--- src/rtl/pipe_pkg.sv ---
// Shared pipeline-stage definitions: skid-stage state encoding,
// per-boundary bundle widths and small helpers.
package pipe_pkg;

  typedef enum logic [1:0] {
    PS_EMPTY = 2'd0,
    PS_ONE   = 2'd1,
    PS_FULL  = 2'd2
  } pipe_state_e;

  localparam int unsigned IF_ID_CTRL_W  = 8;
  localparam int unsigned IF_ID_DATA_W  = 96;
  localparam int unsigned ID_EX_CTRL_W  = 16;
  localparam int unsigned ID_EX_DATA_W  = 128;
  localparam int unsigned EX_MEM_CTRL_W = 8;
  localparam int unsigned EX_MEM_DATA_W = 112;
  localparam int unsigned MEM_WB_CTRL_W = 4;
  localparam int unsigned MEM_WB_DATA_W = 76;

  function automatic logic [1:0] occ_count(
    input logic main_v,
    input logic skid_v
  );
    return {1'b0, main_v} + {1'b0, skid_v};
  endfunction

endpackage

--- src/rtl/pipe_sat_counter.sv ---
// Saturating up-counter with enable; holds at all-ones.
// Updates on the falling clock edge like the rest of the stage.
module pipe_sat_counter
  import pipe_pkg::*;
#(
  parameter int unsigned W = 16
) (
  input  logic         clk,
  input  logic         rst,
  input  logic         en_i,
  output logic [W-1:0] cnt_o
);

  logic [W-1:0] cnt_q;
  logic [W-1:0] cnt_d;

  // Advance only while enabled and not yet saturated.
  always_comb begin
    cnt_d = cnt_q;
    if (en_i && !(&cnt_q)) begin
      cnt_d = cnt_q + W'(1);
    end
  end

  // Counter register.
  always_ff @(negedge clk or posedge rst) begin
    if (rst) begin
      cnt_q <= '0;
    end else begin
      cnt_q <= cnt_d;
    end
  end

  assign cnt_o = cnt_q;

endmodule

--- src/rtl/pipe_skid_stage.sv ---
// Reusable pipeline boundary register with 2-entry skid buffer,
// global hold, deferred flush and a saturating bubble counter.
module pipe_skid_stage
  import pipe_pkg::*;
#(
  parameter int unsigned CTRL_W              = 16,
  parameter int unsigned DATA_W              = 128,
  parameter int          CLEAR_DATA_ON_FLUSH = 1,
  parameter int unsigned CNT_W               = 16
) (
  input  logic              clk,
  input  logic              rst,
  input  logic              hold,
  input  logic              flush,
  input  logic              in_valid,
  output logic              in_ready,
  input  logic [CTRL_W-1:0] in_ctrl,
  input  logic [DATA_W-1:0] in_data,
  output logic              out_valid,
  input  logic              out_ready,
  output logic [CTRL_W-1:0] out_ctrl,
  output logic [DATA_W-1:0] out_data,
  output logic [1:0]        occupancy,
  output logic              flush_pending,
  output logic [CNT_W-1:0]  bubble_cnt
);

  localparam bit CLR_DATA = (CLEAR_DATA_ON_FLUSH != 0);

  pipe_state_e       state_q;
  pipe_state_e       state_d;
  logic [CTRL_W-1:0] main_ctrl_q;
  logic [CTRL_W-1:0] main_ctrl_d;
  logic [DATA_W-1:0] main_data_q;
  logic [DATA_W-1:0] main_data_d;
  logic [CTRL_W-1:0] skid_ctrl_q;
  logic [CTRL_W-1:0] skid_ctrl_d;
  logic [DATA_W-1:0] skid_data_q;
  logic [DATA_W-1:0] skid_data_d;
  logic              fpend_q;
  logic              fpend_d;

  logic main_valid;
  logic skid_valid;
  logic acc;
  logic pop;
  logic bubble_en;

  // Valid bits and handshakes derive from registered state only.
  always_comb begin
    main_valid = (state_q != PS_EMPTY);
    skid_valid = (state_q == PS_FULL);
    in_ready   = !skid_valid && !hold;
    acc        = in_valid && in_ready;
    pop        = main_valid && out_ready && !hold;
    bubble_en  = !hold && !main_valid;
  end

  // Next-state: hold freezes, flush squashes, otherwise FIFO moves.
  always_comb begin
    state_d     = state_q;
    main_ctrl_d = main_ctrl_q;
    main_data_d = main_data_q;
    skid_ctrl_d = skid_ctrl_q;
    skid_data_d = skid_data_q;
    fpend_d     = fpend_q;
    if (hold) begin
      if (flush) begin
        fpend_d = 1'b1;
      end
    end else if (flush || fpend_q) begin
      state_d     = PS_EMPTY;
      main_ctrl_d = '0;
      skid_ctrl_d = '0;
      fpend_d     = 1'b0;
      if (CLR_DATA) begin
        main_data_d = '0;
        skid_data_d = '0;
      end
    end else begin
      unique case (state_q)
        PS_EMPTY: begin
          if (acc) begin
            state_d     = PS_ONE;
            main_ctrl_d = in_ctrl;
            main_data_d = in_data;
          end
        end
        PS_ONE: begin
          unique case (1'b1)
            acc && pop: begin
              main_ctrl_d = in_ctrl;
              main_data_d = in_data;
            end
            acc && !pop: begin
              state_d     = PS_FULL;
              skid_ctrl_d = in_ctrl;
              skid_data_d = in_data;
            end
            !acc && pop: begin
              state_d = PS_EMPTY;
            end
            default: begin
              state_d = PS_ONE;
            end
          endcase
        end
        PS_FULL: begin
          if (pop) begin
            state_d     = PS_ONE;
            main_ctrl_d = skid_ctrl_q;
            main_data_d = skid_data_q;
            skid_ctrl_d = '0;
            skid_data_d = '0;
          end
        end
        default: begin
          state_d = PS_EMPTY;
        end
      endcase
    end
  end

  // State and entry registers.
  always_ff @(negedge clk or posedge rst) begin
    if (rst) begin
      state_q     <= PS_EMPTY;
      main_ctrl_q <= '0;
      main_data_q <= '0;
      skid_ctrl_q <= '0;
      skid_data_q <= '0;
      fpend_q     <= 1'b0;
    end else begin
      state_q     <= state_d;
      main_ctrl_q <= main_ctrl_d;
      main_data_q <= main_data_d;
      skid_ctrl_q <= skid_ctrl_d;
      skid_data_q <= skid_data_d;
      fpend_q     <= fpend_d;
    end
  end

  pipe_sat_counter #(
    .W (CNT_W)
  ) u_bubble (
    .clk   (clk),
    .rst   (rst),
    .en_i  (bubble_en),
    .cnt_o (bubble_cnt)
  );

  assign out_valid     = main_valid;
  assign out_ctrl      = main_valid ? main_ctrl_q : '0;
  assign out_data      = main_data_q;
  assign occupancy     = occ_count(main_valid, skid_valid);
  assign flush_pending = fpend_q;

  // Occupancy 3 would mean a corrupt state register.
  always_comb begin
    if (!rst) begin
      assert (occupancy != 2'd3);
    end
  end

endmodule

--- config.mk ---
export PLATFORM = sky130hd
export DESIGN_NAME = pipe_skid_stage
export DESIGN_NICKNAME = d
export VERILOG_FILES = /design/src/rtl/pipe_pkg.sv /design/src/rtl/pipe_sat_counter.sv /design/src/rtl/pipe_skid_stage.sv
export SDC_FILE = /design/constraint.sdc
export NUM_CORES = 1
export LEC_CHECK = 0
export BUFFER_PORTS_ARGS = -buffer_cell sky130_fd_sc_hd__buf_2
export CAP_MARGIN = 20
export CORE_ASPECT_RATIO = 0.5
export CORE_UTILIZATION = 40
export DETAILED_ROUTE_END_ITERATION = 8
export SYNTH_ARGS = -nofsm -noshare
export SYNTH_HDL_FRONTEND = slang
export SYNTH_SLANG_ARGS = --single-unit
--- constraint.sdc ---
create_clock -name clk -period 9.43 [get_ports clk]
set_input_delay 0.943 -clock clk [delete_from_list [all_inputs] [get_ports clk]]
set_output_delay 0.943 -clock clk [all_outputs]
set_load 0.005 [all_outputs]
After elaboration in Yosys (flattened, before gate mapping)
Index checks and enable logic that the tools add are counted.
W data, S select, Z words.
{"block": "totals", "reg_bits": 307, "input_bits": 150}
{"block": "classes", "addsub": 2, "n_eq_ne": 8, "muxes": 27, "bitwise": 1, "reduce_logical": 26}
{"cell": "$mux W128", "n": 7}
{"cell": "$pmux W128 S3", "n": 1}
{"cell": "$pmux W128 S2", "n": 1}
{"cell": "$mux W16", "n": 8}
{"cell": "$pmux W16 S3", "n": 1}
{"cell": "$pmux W16 S2", "n": 1}
{"cell": "$add A16 B1 Y16 const B", "n": 1}
{"cell": "$reduce_and A16 Y1", "n": 1}
{"cell": "$ne A3 B3 Y1 const B", "n": 4}
{"cell": "$pmux W2 S3", "n": 2}
{"cell": "$logic_and A1 B1 Y1", "n": 9}
{"cell": "$reduce_and A4 Y1", "n": 2}
{"cell": "$logic_not A1 Y1", "n": 6}
{"cell": "$mux W2", "n": 3}
{"cell": "$reduce_and A5 Y1", "n": 1}
{"cell": "$reduce_bool A2 Y1", "n": 2}
{"cell": "$reduce_bool A4 Y1", "n": 1}
{"cell": "$mux W1", "n": 3}
{"cell": "$ne A3 B1 Y1 const B", "n": 1}
{"cell": "$reduce_bool A3 Y1", "n": 1}
{"cell": "$add A1 B1 Y2", "n": 1}
{"cell": "$eq A2 B1 Y1 const B", "n": 1}
{"cell": "$eq A2 B2 Y1 const B", "n": 1}
{"cell": "$logic_not A2 Y1", "n": 1}
{"cell": "4 further kinds", "n": 4}

Logic depth before layout (Yosys ltp)
Gate-level depths: netlist (run 1).
{"block": "depth", "ltp_word": 9, "ltp_mapped": 16, "depth_no_buf": 9}

Cells and area by module
A second synthesis (run 1) with hierarchy kept.
{"block": "unflattened", "cells_unflattened": 930, "area_unflattened_um2": 12808.5}
{"mod": "pipe_skid_stage", "instances": 1, "cells_per_inst": 857, "area_each_um2": 12010.3, "seq_area_each_um2": 7282.0}
{"mod": "pipe_sat_counter", "instances": 1, "cells_per_inst": 73, "area_each_um2": 798.3, "seq_area_each_um2": 400.4}

==> results of run 1 <==
[per-layer routing]
metal  share of wire (%)  up-vias  GRT usage [%]
li1                    -     4851              -
met1                  43     5104          25.28
met2                  50      198          34.54
met3                 3.5       60          3.530
met4                 2.9        0          6.895
met5                   0        -              0
[layout make-up]
cell class	instances	area, µm²	area share, %
Antenna cell	9	22.52	0.1381
Clock buffer	44	874.6	5.363
Clock inverter	10	83.83	0.5141
Inverter	5	25.02	0.1535
Multi-Input combinational cell	826	5280	32.38
Sequential cell	307	7682	47.11
Tap cell	441	551.8	3.384
Timing Repair Buffer	331	1787	10.96
[metrics by stage]
step / hold slack [ps] / worst slack, ps / cell area [µm²] / util [%]
5_1_grt: 444.3 / 1336 / 16310 / 49.08
2_1_floorplan: 408.5 / -149.4 / 13560 / -
3_5_place_dp: 428.7 / 1394 / 15330 / 46.13
4_1_cts: 431.0 / 1462 / 16280 / 49.01
3_3_place_gp: 422.9 / 1452 / 15330 / 46.13
6_report: 423.4 / 1521 / 16310 / 49.08
[state kept, by name (all words and copies together), names as in the netlist]
name and cells:
state_q 2, main_ctrl_q 16, u_bubble.cnt_o 16, skid_ctrl_q 16
skid_data_q 128, out_data 128, flush_pending 1
[synthesized netlist by cell type, drive strengths merged (2+ instances only)]
cell type  count  area (µm²)
a31oi          2       12.51
nand3b         5       37.54
ha             4       50.05
clkbuf        32       120.1
nor2b         16       100.1
xor2           9       78.83
nand3          5       25.02
nor4           4       55.05
or3            2       17.52
nor3           5       25.02
o21ai        148       740.7
and2           2       12.51
nand4          6       43.79
mux2i        145        1451
inv            5       18.76
buf           67       488.0
o2bb2ai      144        1261
nand2        298        1121
xnor2          5       43.79
dfrtn        307        7682
nor2          12       52.55
[power groups by stage]
| stage | clock network, W | registers, W | logic [W] |
|---|---|---|---|
| 2_1_floorplan | 0 | 0.00154 | 0.000243 |
| 3_3_place_gp | 0 | 0.00155 | 0.000387 |
| 3_5_place_dp | 0 | 0.00155 | 0.000400 |
| 4_1_cts | 0.00122 | 0.00153 | 0.000400 |
| 5_1_grt | 0.00128 | 0.00155 | 0.000441 |
| 6_report | 0.00119 | 0.00153 | 0.000393 |
[worst max-delay path: cells and delay by family (launching register included)]
kind	cells	cell delay [ps]
buffers and inverters	2	150
AND/OR/NAND/NOR	1	620
adder cells (fa/ha/maj)	1	340
flip-flops	1	580
[logic make-up after synthesis]
family	count (synthesis)	share of synthesized area, %
simple gates	363	11.48
flops	307	56.67
compound gates	299	15.16
mux	146	10.79
buf+inv	104	4.624
xor+xnor	14	0.9045
fa+ha+maj	4	0.3692
[cells in the final DEF, fill, tap and decap left out, drive strengths merged, types with 4 or more instances in the layout]
| master | synthesis | layout |
|---|---|---|
| nor2b | 16 | 16 |
| nor2 | 12 | 12 |
| nor3 | 5 | 5 |
| clkbuf | 32 | 44 |
| o2bb2ai | 144 | 144 |
| o21ai | 148 | 148 |
| nand2 | 298 | 298 |
| nand4 | 6 | 6 |
| nor4 | 4 | 4 |
| inv | 5 | 5 |
| nand3 | 5 | 5 |
| xnor2 | 5 | 5 |
| ha | 4 | 4 |
| buf | 67 | 331 |
| dfrtn | 307 | 307 |
| xor2 | 9 | 9 |
| clkinv | 0 | 7 |
| mux2i | 145 | 145 |
| nand3b | 5 | 5 |
| diode | 0 | 9 |
[path summary, 6_finish.rpt]
kind	start	endpoint	slack (ps)	cells past startpoint
worst min register to register	skid_data_q[51]	skid_data_q[51]	420	2
worst min-delay path	skid_data_q[51]	skid_data_q[51]	420	2
worst max-delay path	state_q[0]	occupancy[0]	1520	4
min in group asynchronous	rst	u_bubble.cnt_o[13]	4990	2
max in group asynchronous	rst	main_ctrl_q[11]	3460	3
worst max register to register	state_q[1]	skid_data_q[118]	5880	9
==> impl_metrics.tcl, run 1 <==
set metrics [dict create \
    numCtsBuffers 30 \
    comb_power_share_pct 12.6 \
    synth-async-reset-ratio_pct 100.0 \
    startpoint_type "flop" \
    final-hold-violation-count 0 \
    via_count 10210 \
    syn2layout_area_growth_pct 20.29 \
    row_count 47 \
    coreArea_um2 33230 \
    swShare_pct 26.57 \
    power_w 0.003111 \
    die_width_um 262.4 \
    clk-insertion-delay-late_ps 550 \
    nFillCells 3029 \
    drc_viols 0 \
    detailedPlacementHpwl_mm 22.90 \
    fin_nets 1655 \
    crit_path_end_kind "output port" \
    critical_path.cell_chain "nand2b_4, ha_1, inv_1, buf_2" \
    cts_tree "done" \
    critical_setup_path_class "reg2out" \
    timing.final.max_slew_violations 0 \
    cts_resized 0 \
    irDropWorstVdd_mv 0.1287 \
    max_slew.worst_pin.slew_ps 1109 \
    synth.yosys.seq_area_share_pct 56.67 \
    skew_ps 9.766 \
    global_route_wire_length_before_repair_mm 56.59 \
    postRouteAntennaNets 0 \
    synth.ff_latch_count 307 \
    clk_transition_reported_paths_ps 50 \
    total_leakage_power_nw 8.262 \
    cpMaxStageDelayCell "sky130_fd_sc_hd__nand2b_4" \
    drive_above_1_share_pct 25.61 \
    cts.hold.buffers_added 0 \
    buffers_inserted_during_post_cts_setup_optimization 0 \
    die_y_um 132.2 \
    dp_cells 1910 \
    full_die_area_um2 34680 \
    mappedNetlistArea_um2 13560 \
    start_util_pct 40.80 \
    drtIter0Drc 647 \
    fin_tns_setup_ps 0 \
    syn_avg_cell_area_um2 10.96 \
    ys.warnings.count 0 \
    grt_pass1_vias 10420 \
    cts.root.buffer_cell "sky130_fd_sc_hd__clkbuf_16" \
    tritoncts_num_sinks 307 \
    crit_required_ps 8490 \
    setup_viol_count_final 0 \
    grt_util_all_layers_pct 19.94 \
    seq_power_share_pct 49.2 \
    route.detailed.wl_per_inst_um 17.61 \
    depth_of_the_cts_h_tree 1 \
    cts.path.max_buffers 3 \
    status "completed" \
    grt_setup_unrepaired "false" \
    dominantRegCellSynth "sky130_fd_sc_hd__dfrtn_1" \
    io_buffers 314 \
    synth_enable_flop_cells 0 \
    routed_wirelength_mm 34.74 \
    min_path_type "reg2reg" \
    final-instance-count-excl-fill 1973 \
    netlist_instances 1237 \
    avg_vias_per_cell 5.176 \
    p_int_w 0.002284 \
    relSlewSlack_pct 26.08 \
    critical-path-max-stage-delay_ps 620 \
    cp_max_fo 34 \
    antenna_found_initial 9 \
    syn-num-nets 1391 \
    power.net_switching_w 0.0008266 \
    grt_start_max_net_pins 145 \
    synthDistinctLibCells 44 \
    boundaryPins 315 \
    clock_power_share_pct 38.2 \
    critPathArrivalTime_ps 6970 \
    power_density_nw_per_um2 190.8 \
    drt_pre_antenna_iters 5 \
    drv.max_cap_violation_count 0 \
    place.gp.congestion 0.8481 \
    grt_remaining_overflow 0 \
]
Power figures use the tool's default switching activity.
==> run 2: changes to the inputs <==
--- a/config.mk
+++ b/config.mk
@@ -5,6 +5,7 @@
 export SDC_FILE = /design/constraint.sdc
 export NUM_CORES = 1
 export LEC_CHECK = 0
+export ABC_AREA = 1
 export BUFFER_PORTS_ARGS = -buffer_cell sky130_fd_sc_hd__buf_2
 export CAP_MARGIN = 20
 export CORE_ASPECT_RATIO = 0.5
==> constraint.sdc (replaced) <==
create_clock -name clk -period 8.1 [get_ports clk]
set_input_delay 0.81 -clock clk [delete_from_list [all_inputs] [get_ports clk]]
set_output_delay 0.81 -clock clk [all_outputs]
set_load 0.005 [all_outputs]
==> run 2 against run 1 <==
Design area grew 8.9%. Critical path type unchanged. Largest cell class unchanged. Clock-buffer cell count fell by 5. Worst setup slack worse by 410 ps. Die area grew 10%.
==> impl_metrics.tcl, run 2 <==
set metrics [dict create \
    post-place-ws_ps 831.7 \
    mappedNetlistArea_um2 14970 \
    end_of_the_worst_register_to_register_path "out_data[73]" \
    cts.root.buffer_cell "sky130_fd_sc_hd__clkbuf_16" \
    io_buffers 314 \
    netlist.top_cell.by_area "sky130_fd_sc_hd__dfrtn_1" \
    drv.max_cap_violation_count 0 \
    cts_resized 0 \
    synth.yosys.seq_area_share_pct 51.33 \
    worstRegToRegCells 8 \
    cp_max_fo 19 \
    clk-insertion-delay-late_ps 560 \
    cts.hold.buffers_added 0 \
    fin_util_pct 48.87 \
    die_y_um 138.8 \
    post-synth-top-count-cell "sky130_fd_sc_hd__nand2_1" \
    cp.buffers_inverters 3 \
    postRouteAntennaNets 0 \
    grt_remaining_overflow 0 \
    post_dp_cell_area_um2 16720 \
    route.detailed.wl_per_inst_um 16.63 \
    antenna_found_initial 8 \
    detailedPlacementHpwl_mm 25.78 \
    global_route_wire_length_before_repair_mm 72.37 \
    dominantRegCellSynth "sky130_fd_sc_hd__dfrtn_1" \
    irDropWorstVdd_mv 0.1431 \
    via_count 13930 \
    critical_setup_path_class "reg2out" \
    worstReg2RegStart "state_q[1]" \
    die_width_um 275.5 \
    highest_count_cells_in_the_layout_ignoring_fill_and_taps "sky130_fd_sc_hd__nand2_1, sky130_fd_sc_hd__buf_2, sky130_fd_sc_hd__dfrtn_1" \
    startpoint_type "flop" \
    timing.critical_path.depth 5 \
    buffers_inserted_during_post_cts_setup_optimization 0 \
    cts_tree "done" \
    synth-async-reset-ratio_pct 100.0 \
    numCtsBuffers 30 \
    setup_viol_count_final 0 \
    synth.ff_latch_count 307 \
    post-synth-top-area-fraction_pct 51.33 \
    crit_path_end_kind "output port" \
    synth_enable_flop_cells 0 \
    synthDistinctLibCells 24 \
    final-instance-count-excl-fill 2694 \
    setup_ws_ps 1114 \
    cts.path.max_buffers 3 \
    max_slew.worst_pin.slew_ps 1142 \
    place.gp.congestion 0.8027 \
    status "completed" \
    tritoncts_num_sinks 307 \
    total_leakage_power_nw 10.18 \
    synth.area.top_cells "sky130_fd_sc_hd__dfrtn_1, sky130_fd_sc_hd__nand2_1, sky130_fd_sc_hd__nand4_1, sky130_fd_sc_hd__clkbuf_1, sky130_fd_sc_hd__buf_2" \
    dp_cells 2633 \
    skew_ps 12.18 \
    critical_path.cell_chain "nor2_4, inv_1, ha_1, inv_1, buf_2" \
    cpMaxStageDelayCell "sky130_fd_sc_hd__nor2_4" \
    grt_setup_unrepaired "false" \
    min_path_type "reg2reg" \
    crit_required_ps 7290 \
    timing.final.max_slew_violations 0 \
    layout.cells.most_common "sky130_fd_sc_hd__nand2_1" \
    full_die_area_um2 38240 \
    drc_viols 0 \
    depth_of_the_cts_h_tree 1 \
    ys.warnings.count 0 \
    syn_avg_cell_area_um2 7.589 \
    drtIter0Drc 1258 \
    syn2layout_area_growth_pct 18.71 \
    grt_pass1_vias 13320 \
    syn-num-nets 2126 \
    drt_pre_antenna_iters 6 \
    cell_type_with_the_highest_occurrence_count_on_the_critical_path "sky130_fd_sc_hd__inv_1" \
    relSlewSlack_pct 23.87 \
    setup.worst_path.end "occupancy[0]" \
    setup.reg_to_reg.worst_slack_ps 5290 \
    synth.cells.most_frequent "sky130_fd_sc_hd__nand2_1, sky130_fd_sc_hd__dfrtn_1, sky130_fd_sc_hd__nand4_1" \
    cp-startpoint "state_q[0]" \
    drive_above_1_share_pct 18.17 \
    boundaryPins 315 \
    grt_start_max_net_pins 191 \
    coreArea_um2 36360 \
    clk_transition_reported_paths_ps 50 \
    avg_vias_per_cell 5.172 \
    critPathArrivalTime_ps 6180 \
    power_w 0.003963 \
    row_count 49 \
    start_util_pct 41.16 \
    path_delay_family "simple AND/OR/NAND/NOR gates" \
    grt_util_all_layers_pct 23.29 \
    final-hold-violation-count 0 \
    netlist_instances 1972 \
    power_density_nw_per_um2 223.1 \
    stdcell_area_um2 17770 \
    routed_wirelength_mm 44.80 \
    fin_nets 2335 \
    critical-path-max-stage-delay_ps 480 \
]
-- run 2: changes by cell type after synthesis, moves of 19 or more --
cell / change
sky130_fd_sc_hd__inv_1: +32
sky130_fd_sc_hd__clkbuf_1: +39
sky130_fd_sc_hd__buf_4: -19
sky130_fd_sc_hd__mux2i_1: -145
sky130_fd_sc_hd__nand2_1: +794
sky130_fd_sc_hd__o21ai_1: -73
sky130_fd_sc_hd__o21ai_0: -71
sky130_fd_sc_hd__nor2_1: +29
sky130_fd_sc_hd__nand4_1: +292
sky130_fd_sc_hd__buf_1: +28
sky130_fd_sc_hd__o2bb2ai_1: -144
-- run 2: metrics by stage --
step | hold slack (ps) | setup TNS [ps]
4_1_cts | 424.2 | 0
3_3_place_gp | 420.6 | 0
5_1_grt | 437.2 | 0
2_1_floorplan | 409.9 | -209200
6_report | 420.9 | 0
3_5_place_dp | 421.0 | 0
-- run 2: report_power, final --
group / internal (W) / leakage, nW / switching (W)
clock network: 0.000854 / 0.495 / 0.000630
logic: 0.000220 / 5.59 / 0.000421
registers: 0.00172 / 4.10 / 0.000112
-- run 2: cell families after synthesis --
group	count (synthesis)	synth area share, %
and+or+nand+nor	1450	41.74
DFF	307	51.33
buffers and inverters	198	5.961
xor gates and xnor gates	7	0.4097
AOI/OAI and AO/OA	6	0.2257
adders and majority gates	4	0.3344
-- run 2: worst min path at each step --
stage                           to  depth (start not counted)            from
finish                out_data[88]                          2    out_data[88]
global route        skid_data_q[3]                          2  skid_data_q[3]
CTS                  out_data[120]                          2   out_data[120]
detailed placement   out_data[102]                          2   out_data[102]
global placement     out_data[100]                          2   out_data[100]
floorplan           main_ctrl_q[0]                          2  main_ctrl_q[0]
-- run 2: metal layers --
layer,vias up,global-route usage (%),share of wire [%]
met2,343,37.48,48
met4,0,7.153,2.9
met5,-,0,0
met3,72,2.839,4.2
met1,6659,32.76,45
li1,6859,-,-
-- run 2: layout make-up --
| type | instances | area, µm² |
|---|---|---|
| well taps | 484 | 605.6 |
| diodes | 8 | 20.02 |
| inverters | 39 | 157.7 |
| clock inverters | 14 | 185.2 |
| fillers | 3672 | 18590 |
| clock buffers | 39 | 835.8 |
| flip-flops and latches | 307 | 7682 |
| multi-input cells | 1467 | 6430 |
| repair buffers | 336 | 1849 |
-- run 2: tightest hold or removal path, stage by stage (launching register included) --
cell                      delay [ps]
sky130_fd_sc_hd__dfrtn_1         400
sky130_fd_sc_hd__nand2_1          50
sky130_fd_sc_hd__nand2_1          50
==> run 3: changes to the inputs <==
--- a/config.mk
+++ b/config.mk
@@ -9,8 +9,10 @@
 export BUFFER_PORTS_ARGS = -buffer_cell sky130_fd_sc_hd__buf_2
 export CAP_MARGIN = 20
 export CORE_ASPECT_RATIO = 0.5
-export CORE_UTILIZATION = 40
+export CORE_UTILIZATION = 55
 export DETAILED_ROUTE_END_ITERATION = 8
+export PLACE_DENSITY = 0.8
+export SLEW_MARGIN = 10
 export SYNTH_ARGS = -nofsm -noshare
 export SYNTH_HDL_FRONTEND = slang
 export SYNTH_SLANG_ARGS = --single-unit
==> run 3 against run 2 <==
Final cell count shrank 4.9%. Sequential power is essentially flat. Sequential share of layout area grew 0.61 points. Total power shrank 3.2%. Highest routed layer is now met5. Die area shrank 27%. Non-clock buffer count grew 2. Clock skew shrank 5.6 ps. Flip-flop and latch count is the same. Utilization grew 17 points. Combinational power is essentially flat. Clock power shrank 8%. Largest cell class unchanged.
==> impl_metrics.tcl, run 3 (synthesis gave the netlist of run 2 again) <==
set metrics [dict create \
    status "completed" \
    cts_tree "done" \
    syn2layout_area_growth_pct 17.06 \
    antenna_found_initial 12 \
    cts.root.buffer_cell "sky130_fd_sc_hd__clkbuf_16" \
    layout.cells.most_common "sky130_fd_sc_hd__nand2_1" \
    stdcell_area_um2 17520 \
    grt_pass1_vias 13180 \
    min_path_type "reg2reg" \
    final-hold-violation-count 0 \
    coreArea_um2 26590 \
    highest_count_cells_in_the_layout_ignoring_fill_and_taps "sky130_fd_sc_hd__nand2_1, sky130_fd_sc_hd__buf_2, sky130_fd_sc_hd__dfrtn_1" \
    clk-insertion-delay-late_ps 550 \
    place.gp.congestion 0.8864 \
    full_die_area_um2 27910 \
    crit_required_ps 7290 \
    boundaryPins 315 \
    power_density_nw_per_um2 218.9 \
    setup.worst_path.end "occupancy[0]" \
    layout.area.seq_um2 7682 \
    post_dp_cell_area_um2 16570 \
    postRouteAntennaNets 0 \
    seq_power_share_pct 47.9 \
    global_route_wire_length_before_repair_mm 67.85 \
    power.net_switching_w 0.001120 \
    critPathArrivalTime_ps 6150 \
    total_leakage_power_nw 10.15 \
    max_slew.worst_pin.slew_ps 1069 \
    final-instance-count-excl-fill 2562 \
    swShare_pct 29.20 \
    setup_viol_count_final 0 \
    setup.reg_to_reg.worst_slack_ps 5000 \
    via_count 14380 \
    grt_remaining_overflow 0 \
    timing.final.max_slew_violations 0 \
    drive_above_1_share_pct 18.05 \
    dp_cells 2503 \
    comb_power_share_pct 16.7 \
    drc_viols 0 \
    detailedPlacementHpwl_mm 24.54 \
    cp_max_fo 19 \
    cts.hold.buffers_added 0 \
    avg_vias_per_cell 5.612 \
    nFillCells 2283 \
    relSlewSlack_pct 28.76 \
    die_width_um 235.3 \
    routed_wirelength_mm 41.62 \
    depth_of_the_cts_h_tree 1 \
    die_y_um 118.6 \
    drv.max_cap_violation_count 0 \
    end_of_the_worst_register_to_register_path "skid_data_q[44]" \
    cts_resized 0 \
    drtIter0Drc 1654 \
    irDropWorstVdd_mv 0.1857 \
    crit_path_end_kind "output port" \
    worstReg2RegStart "state_q[0]" \
    cp-startpoint "state_q[0]" \
    row_count 42 \
    worstRegToRegCells 10 \
    critical_setup_path_class "reg2out" \
    fin_nets 2335 \
    cts.path.max_buffers 3 \
    grt_setup_unrepaired "false" \
    drt_pre_antenna_iters 5 \
    route.detailed.wl_per_inst_um 16.24 \
    numCtsBuffers 28 \
    multi_input_comb_area_um2 6430 \
    p_int_w 0.002716 \
    io_buffers 314 \
    grt_util_all_layers_pct 29.60 \
    start_util_pct 56.28 \
    clock_power_share_pct 35.4 \
    skew_ps 6.610 \
    grt_start_max_net_pins 230 \
    startpoint_type "flop" \
    tritoncts_num_sinks 307 \
    clk_transition_reported_paths_ps 50 \
    buffers_inserted_during_post_cts_setup_optimization 0 \
]
run 3: changes by cell type in the layout (fill, tap and decap cells not counted), sizes merged:
cell,previous run,this run
bufinv,4,2
clkbuf,39,40
inv,39,38
clkinvlp,4,1
diode,8,11
buf,336,338
run 3: worst max-delay path, stage by stage, from the launching register on:
cell	delay [ps]
sky130_fd_sc_hd__dfrtn_1	470
sky130_fd_sc_hd__nor2_4	450
sky130_fd_sc_hd__inv_1	150
sky130_fd_sc_hd__ha_1	300
sky130_fd_sc_hd__inv_1	60
sky130_fd_sc_hd__buf_2	100
run 3: worst min path at each step:
stage | to | slack [ps] | start | cells past startpoint
2_1_floorplan | main_ctrl_q[0] | 410 | main_ctrl_q[0] | 2
3_3_place_gp | out_data[85] | 420 | out_data[85] | 2
3_5_place_dp | out_data[123] | 420 | out_data[123] | 2
4_1_cts | out_data[33] | 420 | out_data[33] | 2
5_1_grt | skid_data_q[46] | 440 | skid_data_q[46] | 2
6_report | out_data[21] | 420 | out_data[21] | 2
run 3: area by class of cell:
cell class / count / share of cell area (%)
Sequential cell: 307 / 43.85
Multi-Input combinational cell: 1467 / 36.70
Timing Repair Buffer: 338 / 10.64
Clock buffer: 40 / 4.721
Tap cell: 352 / 2.514
Inverter: 39 / 0.8999
Clock inverter: 8 / 0.5142
Antenna cell: 11 / 0.1571
run 3: per-layer routing:
metal,global-route usage (%),up-vias,part of all wire [%]
met1,41.90,6822,43
met5,0,-,0.031
met3,4.228,91,6.7
met2,46.16,608,47
met4,12.01,2,3.0
li1,-,6855,-
run 3: per-stage QoR:
stage               power (W)  worst slack (ps)  setup TNS (ps)  util [%]  hold WS (ps)
finish               0.003836              1145               0     65.89         420.2
global route         0.004013              1042               0     65.89         435.4
detailed placement   0.002495             866.2               0     62.33         420.7
global placement     0.002483             947.6               0     62.33         418.7
CTS                  0.003853              1126               0     65.78         423.9
floorplan            0.002227            -681.4         -209200         -         409.9
run 3: power by group through the flow:
stage / clock (W) / sequential [W] / combinational [W]
after floorplan: 0 / 0.00185 / 0.000381
after global placement: 0 / 0.00185 / 0.000628
after detailed placement: 0 / 0.00186 / 0.000640
after CTS: 0.00137 / 0.00183 / 0.000644
after global routing: 0.00144 / 0.00185 / 0.000720
final: 0.00136 / 0.00184 / 0.000642
